===== config.mk =====
export PLATFORM = sky130hd
export DESIGN_NAME = ascon_aead_sequencer
export DESIGN_NICKNAME = d
export VERILOG_FILES = /design/src/rtl/ascon_pkg.sv /design/src/rtl/ascon_round_ctr.sv /design/src/rtl/ascon_aead_sequencer.sv
export SDC_FILE = /design/constraint.sdc
export NUM_CORES = 1
export LEC_CHECK = 0
export CORE_MARGIN = 2
export CORE_UTILIZATION = 51
export CTS_CLUSTER_SIZE = 20
export DETAILED_ROUTE_END_ITERATION = 8
export PLACE_DENSITY_LB_ADDON = 0.15
export SLEW_MARGIN = 0
export SYNTH_ARGS = -nofsm -noshare
export SYNTH_HDL_FRONTEND = slang
export SYNTH_SLANG_ARGS = --single-unit
export TNS_END_PERCENT = 20

===== constraint.sdc =====
create_clock -name clk -period 2.8 [get_ports clk]
set_input_delay 0.56 -clock clk [delete_from_list [all_inputs] [get_ports clk]]
set_output_delay 0.56 -clock clk [all_outputs]
set_load 0.05 [all_outputs]

===== src/rtl/ascon_pkg.sv =====
// ascon_pkg
// Shared types and constants for the ASCON-128 AEAD phase sequencer.
//   state_t            - sequencer FSM states
//   RATE_BYTES         - bytes absorbed per block
//   ROUNDS_A/ROUNDS_B  - permutation round counts for p^a / p^b
//   ROUND_IDX_B_START  - first round-constant index used by p^b
//   ROUND_IDX_LAST     - final round-constant index of every permutation
package ascon_pkg;

  typedef enum logic [3:0] {
    S_IDLE,
    S_LOAD,
    S_PERM_A,
    S_KEY1,
    S_AD_WAIT,
    S_PERM_B,
    S_DSEP,
    S_DATA_WAIT,
    S_FIN_KEY,
    S_TAG
  } state_t;

  localparam int          RATE_BYTES        = 8;
  localparam int          ROUNDS_A          = 12;
  localparam int          ROUNDS_B          = 6;
  localparam int          ROUND_IDX_B_START = 12 - ROUNDS_B;
  localparam logic [3:0]  ROUND_IDX_LAST    = 4'd11;

  // Number of rate blocks for a byte length. The padded block is always
  // present, except that an empty AD string skips the AD phase entirely.
  function automatic logic [2:0] num_blocks(input logic [4:0] len,
                                            input logic       empty_is_zero);
    if (empty_is_zero && (len == 5'd0)) begin
      return 3'd0;
    end
    return {1'b0, len[4:3]} + 3'd1;
  endfunction

endpackage


===== src/rtl/ascon_round_ctr.sv =====
// ascon_round_ctr
// Round-constant index generator for the one-round-per-cycle permutation.
//   clk, nRST   - clock, async active-low reset
//   clr         - synchronous clear (abort), wins over go
//   go          - start a permutation next cycle
//   is_a        - with go: p^a (index from 12-ROUNDS_A) or p^b (12-ROUNDS_B)
//   round_en    - a round is applied this cycle
//   round_idx   - round-constant index, 0 while idle
//   last_round  - this cycle applies the final round (index 11)
module ascon_round_ctr
  import ascon_pkg::*;
#(
  parameter int ROUNDS_A_P = ROUNDS_A,
  parameter int ROUNDS_B_P = ROUNDS_B
) (
  input  logic       clk,
  input  logic       nRST,
  input  logic       clr,
  input  logic       go,
  input  logic       is_a,
  output logic       round_en,
  output logic [3:0] round_idx,
  output logic       last_round
);

  localparam logic [3:0] START_A = 4'(12 - ROUNDS_A_P);
  localparam logic [3:0] START_B = 4'(12 - ROUNDS_B_P);

  logic       active_q, active_d;
  logic [3:0] idx_q, idx_d;

  always_ff @(posedge clk or negedge nRST) begin
    if (!nRST) begin
      active_q <= 1'b0;
      idx_q    <= 4'd0;
    end else begin
      active_q <= active_d;
      idx_q    <= idx_d;
    end
  end

  always_comb begin
    active_d = active_q;
    idx_d    = idx_q;
    if (clr) begin
      active_d = 1'b0;
      idx_d    = 4'd0;
    end else if (go) begin
      active_d = 1'b1;
      idx_d    = is_a ? START_A : START_B;
    end else if (active_q) begin
      if (idx_q == ROUND_IDX_LAST) begin
        // Park the index at 0 so round_idx reads 0 whenever idle.
        active_d = 1'b0;
        idx_d    = 4'd0;
      end else begin
        idx_d = idx_q + 4'd1;
      end
    end
  end

  assign round_en   = active_q;
  assign round_idx  = idx_q;
  assign last_round = active_q && (idx_q == ROUND_IDX_LAST);

endmodule


===== src/rtl/ascon_aead_sequencer.sv =====
// ascon_aead_sequencer
// Phase controller for the ASCON-128 AEAD datapath.
//   Inputs : clk, nRST (async active-low), start, decrypt, ad_len[4:0],
//            pt_len[4:0], abort, ad_valid, data_valid, tag_ready
//   Outputs: busy, mode_dec, load_init, round_en, round_idx[3:0],
//            xor_key_lo, xor_key_fin, xor_dsep, ad_ready, data_ready,
//            blk_len[3:0], blk_last, tag_valid, done
//
// state     | meaning
// ----------+-----------------------------------------------------------
// IDLE      | waiting for start
// LOAD      | load IV||K||N into the state
// PERM_A    | p^a rounds 0..11 (after init or after finalization key)
// KEY1      | XOR key into the low 128 state bits
// AD_WAIT   | wait for an AD block, absorb on handshake
// PERM_B    | p^b rounds 6..11 between blocks
// DSEP      | XOR domain-separation bit
// DATA_WAIT | wait for a PT/CT block, process on handshake
// FIN_KEY   | XOR key into capacity words 1..2
// TAG       | tag held until accepted
module ascon_aead_sequencer
  import ascon_pkg::*;
#(
  parameter int ROUNDS_A = ascon_pkg::ROUNDS_A,
  parameter int ROUNDS_B = ascon_pkg::ROUNDS_B
) (
  input  logic       clk,
  input  logic       nRST,
  input  logic       start,
  input  logic       decrypt,
  input  logic [4:0] ad_len,
  input  logic [4:0] pt_len,
  input  logic       abort,
  input  logic       ad_valid,
  input  logic       data_valid,
  input  logic       tag_ready,
  output logic       busy,
  output logic       mode_dec,
  output logic       load_init,
  output logic       round_en,
  output logic [3:0] round_idx,
  output logic       xor_key_lo,
  output logic       xor_key_fin,
  output logic       xor_dsep,
  output logic       ad_ready,
  output logic       data_ready,
  output logic [3:0] blk_len,
  output logic       blk_last,
  output logic       tag_valid,
  output logic       done
);

  state_t     state_q, state_d;
  logic       dec_q, dec_d;
  logic [4:0] ad_len_q, ad_len_d;
  logic [4:0] pt_len_q, pt_len_d;
  logic [2:0] ad_cnt_q, ad_cnt_d;
  logic [2:0] pt_cnt_q, pt_cnt_d;
  logic       in_data_q, in_data_d;
  logic       fin_q, fin_d;

  logic [2:0] nblk_ad, nblk_pt;
  logic       ad_last, pt_last;
  logic       last_round, rc_go, rc_is_a;

  assign nblk_ad = num_blocks(ad_len_q, 1'b1);
  assign nblk_pt = num_blocks(pt_len_q, 1'b0);
  assign ad_last = (ad_cnt_q == nblk_ad - 3'd1);
  assign pt_last = (pt_cnt_q == nblk_pt - 3'd1);

  // Permutations start on entry to a PERM state; none is entered twice in a row.
  assign rc_go   = ((state_d == S_PERM_A) || (state_d == S_PERM_B)) && (state_d != state_q);
  assign rc_is_a = (state_d == S_PERM_A);

  ascon_round_ctr #(
    .ROUNDS_A_P (ROUNDS_A),
    .ROUNDS_B_P (ROUNDS_B)
  ) u_round_ctr (
    .clk        (clk),
    .nRST       (nRST),
    .clr        (abort),
    .go         (rc_go),
    .is_a       (rc_is_a),
    .round_en   (round_en),
    .round_idx  (round_idx),
    .last_round (last_round)
  );

  always_ff @(posedge clk or negedge nRST) begin
    if (!nRST) begin
      state_q   <= S_IDLE;
      dec_q     <= 1'b0;
      ad_len_q  <= 5'd0;
      pt_len_q  <= 5'd0;
      ad_cnt_q  <= 3'd0;
      pt_cnt_q  <= 3'd0;
      in_data_q <= 1'b0;
      fin_q     <= 1'b0;
    end else begin
      state_q   <= state_d;
      dec_q     <= dec_d;
      ad_len_q  <= ad_len_d;
      pt_len_q  <= pt_len_d;
      ad_cnt_q  <= ad_cnt_d;
      pt_cnt_q  <= pt_cnt_d;
      in_data_q <= in_data_d;
      fin_q     <= fin_d;
    end
  end

  always_comb begin
    state_d   = state_q;
    dec_d     = dec_q;
    ad_len_d  = ad_len_q;
    pt_len_d  = pt_len_q;
    ad_cnt_d  = ad_cnt_q;
    pt_cnt_d  = pt_cnt_q;
    in_data_d = in_data_q;
    fin_d     = fin_q;
    unique case (state_q)
      S_IDLE: begin
        if (start) begin
          dec_d     = decrypt;
          ad_len_d  = ad_len;
          pt_len_d  = pt_len;
          ad_cnt_d  = 3'd0;
          pt_cnt_d  = 3'd0;
          in_data_d = 1'b0;
          fin_d     = 1'b0;
          state_d   = S_LOAD;
        end
      end
      S_LOAD:   state_d = S_PERM_A;
      S_PERM_A: if (last_round) state_d = fin_q ? S_TAG : S_KEY1;
      S_KEY1:   state_d = (nblk_ad != 3'd0) ? S_AD_WAIT : S_DSEP;
      S_AD_WAIT: begin
        if (ad_valid) begin
          ad_cnt_d = ad_cnt_q + 3'd1;
          state_d  = S_PERM_B;
        end
      end
      S_PERM_B: begin
        if (last_round) begin
          if (in_data_q)                  state_d = S_DATA_WAIT;
          else if (ad_cnt_q == nblk_ad)   state_d = S_DSEP;
          else                            state_d = S_AD_WAIT;
        end
      end
      S_DSEP: begin
        in_data_d = 1'b1;
        state_d   = S_DATA_WAIT;
      end
      S_DATA_WAIT: begin
        if (data_valid) begin
          pt_cnt_d = pt_cnt_q + 3'd1;
          // The final data block goes straight to finalization, no p^b.
          state_d  = pt_last ? S_FIN_KEY : S_PERM_B;
        end
      end
      S_FIN_KEY: begin
        fin_d   = 1'b1;
        state_d = S_PERM_A;
      end
      S_TAG:   if (tag_ready) state_d = S_IDLE;
      default: state_d = S_IDLE;
    endcase
    if (abort) begin
      state_d   = S_IDLE;
      dec_d     = 1'b0;
      ad_len_d  = 5'd0;
      pt_len_d  = 5'd0;
      ad_cnt_d  = 3'd0;
      pt_cnt_d  = 3'd0;
      in_data_d = 1'b0;
      fin_d     = 1'b0;
    end
  end

  always_comb begin
    busy        = (state_q != S_IDLE);
    mode_dec    = dec_q;
    load_init   = 1'b0;
    xor_key_lo  = 1'b0;
    xor_key_fin = 1'b0;
    xor_dsep    = 1'b0;
    ad_ready    = 1'b0;
    data_ready  = 1'b0;
    blk_len     = 4'd0;
    blk_last    = 1'b0;
    tag_valid   = 1'b0;
    done        = 1'b0;
    unique case (state_q)
      S_LOAD:    load_init   = 1'b1;
      S_KEY1:    xor_key_lo  = 1'b1;
      S_DSEP:    xor_dsep    = 1'b1;
      S_FIN_KEY: xor_key_fin = 1'b1;
      S_AD_WAIT: begin
        ad_ready = ad_valid;
        blk_len  = ad_last ? {1'b0, ad_len_q[2:0]} : 4'(RATE_BYTES);
        blk_last = ad_last;
      end
      S_DATA_WAIT: begin
        data_ready = data_valid;
        blk_len    = pt_last ? {1'b0, pt_len_q[2:0]} : 4'(RATE_BYTES);
        blk_last   = pt_last;
      end
      S_TAG: begin
        tag_valid = 1'b1;
        done      = tag_ready;
      end
      default: ;
    endcase
  end

endmodule


======== Word level (Yosys, flattened, before mapping) ========
Cells that the tools add are included.
word-level totals
  flip-flop bits (word level) ............. 28
  output and inout bits ................... 20
  logic and storage cells ................. 114
operators by class
  add/subtract/negate cells ............... 7
  equal/unequal tests ..................... 19
  muxes and demuxes ....................... 58
  reduce and logical (&&, ||, !) cells .... 20
operator list
  cell                 count
  $mux 4               15
  $pmux 4 s9           1
  $mux 5               6
  $mux 3               8
  $eq 4x3->1 const B   5
  $mux 1               19
  $reduce_bool 3->1    6
  $eq 4x2->1 const B   3
  $eq 4x4->1 const B   3
  $pmux 3 s2           2
  $eq 3x3->1           3
  $ne 3x3->1 const B   3
  $pmux 4 s2           1
  $add 2x1->3 const B  2
  $add 3x1->3 const B  2
  $mux 2               3
  $pmux 1 s2           3
  $reduce_and 2->1     3
  $reduce_and 3->1     2
  $sub 3x1->3 const B  2
  $logic_not 5->1      1
  $add 4x1->4 const B  1
  $eq 4x1->1 const B   1
  $logic_not 4->1      1
  6 further kinds      8

======== Logic depth before layout (Yosys ltp) ========
  word-level depth ........................ 14
  depth in mapped cells ................... 9
  gate-level depth less buffers ........... 9

======== Hierarchy ========
From an unflattened synthesis, not the netlist that was laid out.
unflattened totals
  cells, all modules ...................... 211
  area total of the unflattened synthesis .. 1,826.8 um2
by module, submodules not included
  module                times used  cells each  area each (um2)  sequential area each (um2)
  ascon_aead_sequencer  1           184         1,555.2          575.6
  ascon_round_ctr       1           27          271.5            125.1

======== Worst setup path after synthesis ========
No wires, ideal clock.
  kind .................................... register to output
  start point ............................. reg ad_len_q[0]
  end point ............................... out blk_len[3]
  arrival ................................. 2.318 ns
  data required time ...................... 2.240 ns
  setup slack ............................. -0.078 ns
  cell stages (with the launch flop) ...... 8
  path buffers ............................ 0
  cell sequence ........................... dfrtp_1 nor4_2 mux2_2 ha_1 xor2_1 o21ai_1 nand2_1 a21oi_1
on the way
  cells in the longest elaborated chain, start to end .. 7
RTL lines
  what                      line                         source
  start: declaration        ascon_aead_sequencer.sv:55   logic [4:0] ad_len_q, ad_len_d;
  start signal: assignment  ascon_aead_sequencer.sv:102  ad_len_q <= ad_len_d;
  $logic_not 5->1           ascon_pkg.sv:33              if (empty_is_zero && (len == 5'd0)) begin
  $mux 1                    ascon_pkg.sv:33
  $mux 3                    ascon_pkg.sv:36              return {1'b0, len[4:3]} + 3'd1;
  $sub 3x1->3               ascon_aead_sequencer.sv:68   assign ad_last = (ad_cnt_q == nblk_ad - 3'd1);
  $eq 3x3->1                ascon_aead_sequencer.sv:68
  $mux 4                    ascon_aead_sequencer.sv:199  blk_len = ad_last ? {1'b0, ad_len_q[2:0]} : 4'(RATE_BYTES);
  $pmux 4 s2                ascon_aead_sequencer.sv:192  unique case (state_q)
  end: declaration          ascon_aead_sequencer.sv:47   output logic [3:0] blk_len,
Every way passes these cells.

======== Worst setup path after layout ========
  start point ............................. reg ad_len_q[4]
  end point ............................... out blk_len[2]
on the way
  cells in the longest elaborated chain, start to end .. 7
RTL lines
  what             line
  $logic_not 5->1  ascon_pkg.sv:33
  $mux 1           ascon_pkg.sv:33
  $mux 3 (*)       ascon_pkg.sv:36
  $sub 3x1->3 (*)  ascon_aead_sequencer.sv:68
  $eq 3x3->1 (*)   ascon_aead_sequencer.sv:68
  $mux 4 (*)       ascon_aead_sequencer.sv:199
  $pmux 4 s2 (*)   ascon_aead_sequencer.sv:192
Every way passes the cells marked *; elsewhere a longest branch is shown, timed or not.

==> impl_metrics.tcl <==
set metrics [dict create \
    netlist_area_um2 1830 \
    fin_cells 295 \
    synth_top_area_share_pct 38.3 \
    power_leakage_nw 1.08 \
    drive_gt1_share_pct 18.1 \
    drt_iter0_drc 86 \
    multi_input_area_um2 1100 \
    area_growth_pct 32.0 \
    port_buffers 37 \
    worstPathRequired_ns 2.24 \
    synth_nets 234 \
    worst_slack_ns -0.231 \
    slew_headroom_pct 65.9 \
    drcViolationCount 0 \
    dp_hpwl_um 3180 \
    tightest_slew_ns 0.510 \
    placed_cells 289 \
    dpl-instance-area_um2 2310 \
    finalHoldViolations 0 \
    synthTopCellsByArea "dfrtp_1, nand2_1, a21oi_1" \
    clk_pin_slew_ns 0.14 \
    yosysWarnings 0 \
    path_max_fanout 4 \
    design_area_um2 2420 \
    ios 38 \
    period_needed_ns 3.03 \
    ff_latch_area_um2 704 \
    nets 274 \
    synthXorXnorAreaFrac_pct 2.87 \
    yosys.area_share.simple_pct 28.6 \
    critPathLaunchType "flip-flop" \
    grt_pass1_wl_um 7330 \
    synthMuxAreaShare_pct 3.42 \
    crit_path_end_kind "output pin" \
    power_density_nw_per_um2 412 \
    max_freq_mhz 330 \
    gp_congestion 0.882 \
    setup_violations 5 \
    clk_latency_ns 0.33 \
    nFillCells 257 \
    rsz0062_at_grt "yes" \
    wire_per_inst_um 14.8 \
    pre_cts_ws_ns 0.176 \
    grt_max_degree 29 \
    antenna_found_initial 0 \
    syn_inst 211 \
    clockBufferDepth 2 \
    synth_top_family_by_area "simple AND/OR/NAND/NOR gates" \
    hold_path_depth 2 \
    fin_skew_ns 0.0127 \
    die-area_um2 4090 \
    synth_fa_ha_area_share_pct 3.42 \
    slew_violations 0 \
    vias 1697 \
    r2r_cells 7 \
    cap_violations 0 \
    post-route-period-util_pct 108 \
    synthArstFlopShare_pct 100 \
    globalRouteTotalUtil_pct 22.6 \
    rows 21 \
    ir_drop_uv 260 \
    holdCritPathClass "reg2reg" \
    yosysSeqAreaShare_pct 38.3 \
    synth-edff-count 0 \
    synthFlopType "dfrtp_1" \
    cp.arrival_ns 2.47 \
    ant_nets 0 \
    core-area_um2 3390 \
    h-tree-depth 1 \
    via_per_inst 5.75 \
    synth_compound_area_share_pct 18.5 \
    initial_utilization_pct 54.0 \
    routed_wl_um 4370 \
    ys_types 52 \
    synth-seq-cells 28 \
    die_h_um 63.9 \
    die_w_um 63.9 \
    crit_type "reg2out" \
    cts_tree "built" \
    cts_made_buffers 3 \
    antenna_cells 0 \
    root_buffer "clkbuf_4" \
    grt_pass1_vias 1621 \
    ctsHoldBuffers 0 \
    status "complete, but fails checks" \
    syn_avg_cell_area_um2 8.68 \
    drt_pass1_iterations 4 \
    synth_top_area_cell "dfrtp_1" \
    grt.overflow.total 0 \
    violations "setup timing" \
    clock_sinks 28 \
]
## critical path, stage by stage (launching register included)
cell and delay [ns]:
dfrtp_2 0.46, nor4_4 0.30, mux2_4 0.20, ha_4 0.19, xor2_1 0.13, o21ai_1 0.11
nor4_1 0.24, buf_4 0.18, a22o_1 0.18, buf_12 0.15
## final timing paths
path	start	to	slack [ns]
worst max register to register	u_round_ctr.round_idx[0]	u_round_ctr.round_en	0.39
worst min register to register	fin_q	fin_q	0.53
worst min-delay path	fin_q	fin_q	0.53
worst max-delay path	ad_len_q[4]	blk_len[2]	-0.23
min in group asynchronous	nRST	state_q[2]	0.59
max in group asynchronous	nRST	ad_len_q[3]	1.91
## routing by layer
| metal | wire length (um) | vias to the layer above | track usage [%] |
|---|---|---|---|
| li1 | - | 834 | - |
| met1 | 2020 | 823 | 30.0 |
| met2 | 2180 | 38 | 39.3 |
| met3 | 157 | 2 | 3.70 |
| met4 | 18 | 0 | 3.80 |
| met5 | 0 | - | 0 |
## where the power goes
group | total (mW) | internal, mW | switching [mW]
Clock | 0.160 | 0.0505 | 0.110
Sequential | 0.480 | 0.432 | 0.0484
Combinational | 0.355 | 0.156 | 0.198
Total | 0.995 | 0.638 | 0.357
## state kept, by name (all words and copies together) (netlist names)
name	flops
u_round_ctr.round_idx	4
ad_cnt_q	3
mode_dec	1
u_round_ctr.round_en	1
in_data_q	1
ad_len_q	5
pt_cnt_q	3
fin_q	1
pt_len_q	5
state_q	4
## stage by stage
| stage | hold slack (ns) | util [%] | TNS (ns) | power [mW] |
|---|---|---|---|---|
| after floorplan | 0.264 | - | -0.103 | 0.694 |
| after global placement | 0.512 | 68.1 | 0 | 0.807 |
| after detailed placement | 0.517 | 68.1 | 0 | 0.812 |
| after CTS | 0.536 | 68.8 | -0.800 | 0.975 |
| after global routing | 0.562 | 71.3 | -1.39 | 1.06 |
| final | 0.534 | 71.3 | -0.766 | 0.995 |
## placed cells by master, fill, tap and decap left out, drive strengths merged, types with 5 or more instances in the layout
| master | n |
|---|---|
| nand2 | 31 |
| dfrtp | 28 |
| clkdlybuf4s50 | 26 |
| buf | 22 |
| a21oi | 18 |
| nor2 | 16 |
| o21ai | 8 |
| nand2b | 7 |
| nor3 | 7 |
| xor2 | 6 |
| nor4 | 6 |
| inv | 5 |
| ha | 5 |
## what timing repair did
action	4_1_cts	5_1_grt
resized for setup	0	11
cloned	0	0
buffers inserted	0	3
pin swaps	1	3
endpoints found under the setup margin	5	7
## synth_stat cells (3+ instances only)
library cell / n
a32oi_1: 3
and3_1: 3
nor2_1: 15
o21ai_0: 6
nand2_1: 31
nor3_1: 7
nor4_1: 4
clkbuf_1: 9
ha_1: 5
nand3_1: 3
mux2i_1: 4
buf_2: 3
inv_1: 5
a21oi_1: 18
nor2b_1: 4
dfrtp_1: 28
o21bai_1: 3
a22oi_1: 4
nand2b_1: 7
xor2_1: 6
a22o_1: 3
## final cells by class
class                   count  share of cell area (%)
multi-input cells         164                    45.5
flip-flops and latches     28                    29.1
repair buffers             49                    21.2
well taps                  46                    2.38
clock buffers               3                   0.932
inverters                   5                   0.776
## cells by family (layout without fill, tap and decap cells)
logic type	count (synthesis)	after routing
simple gates	96	96
compound gates	51	51
flops	28	28
buf+inv	19	57
xor+xnor	6	6
mux	6	6
fa+ha+maj	5	5
(Power assumes the default switching activity.)
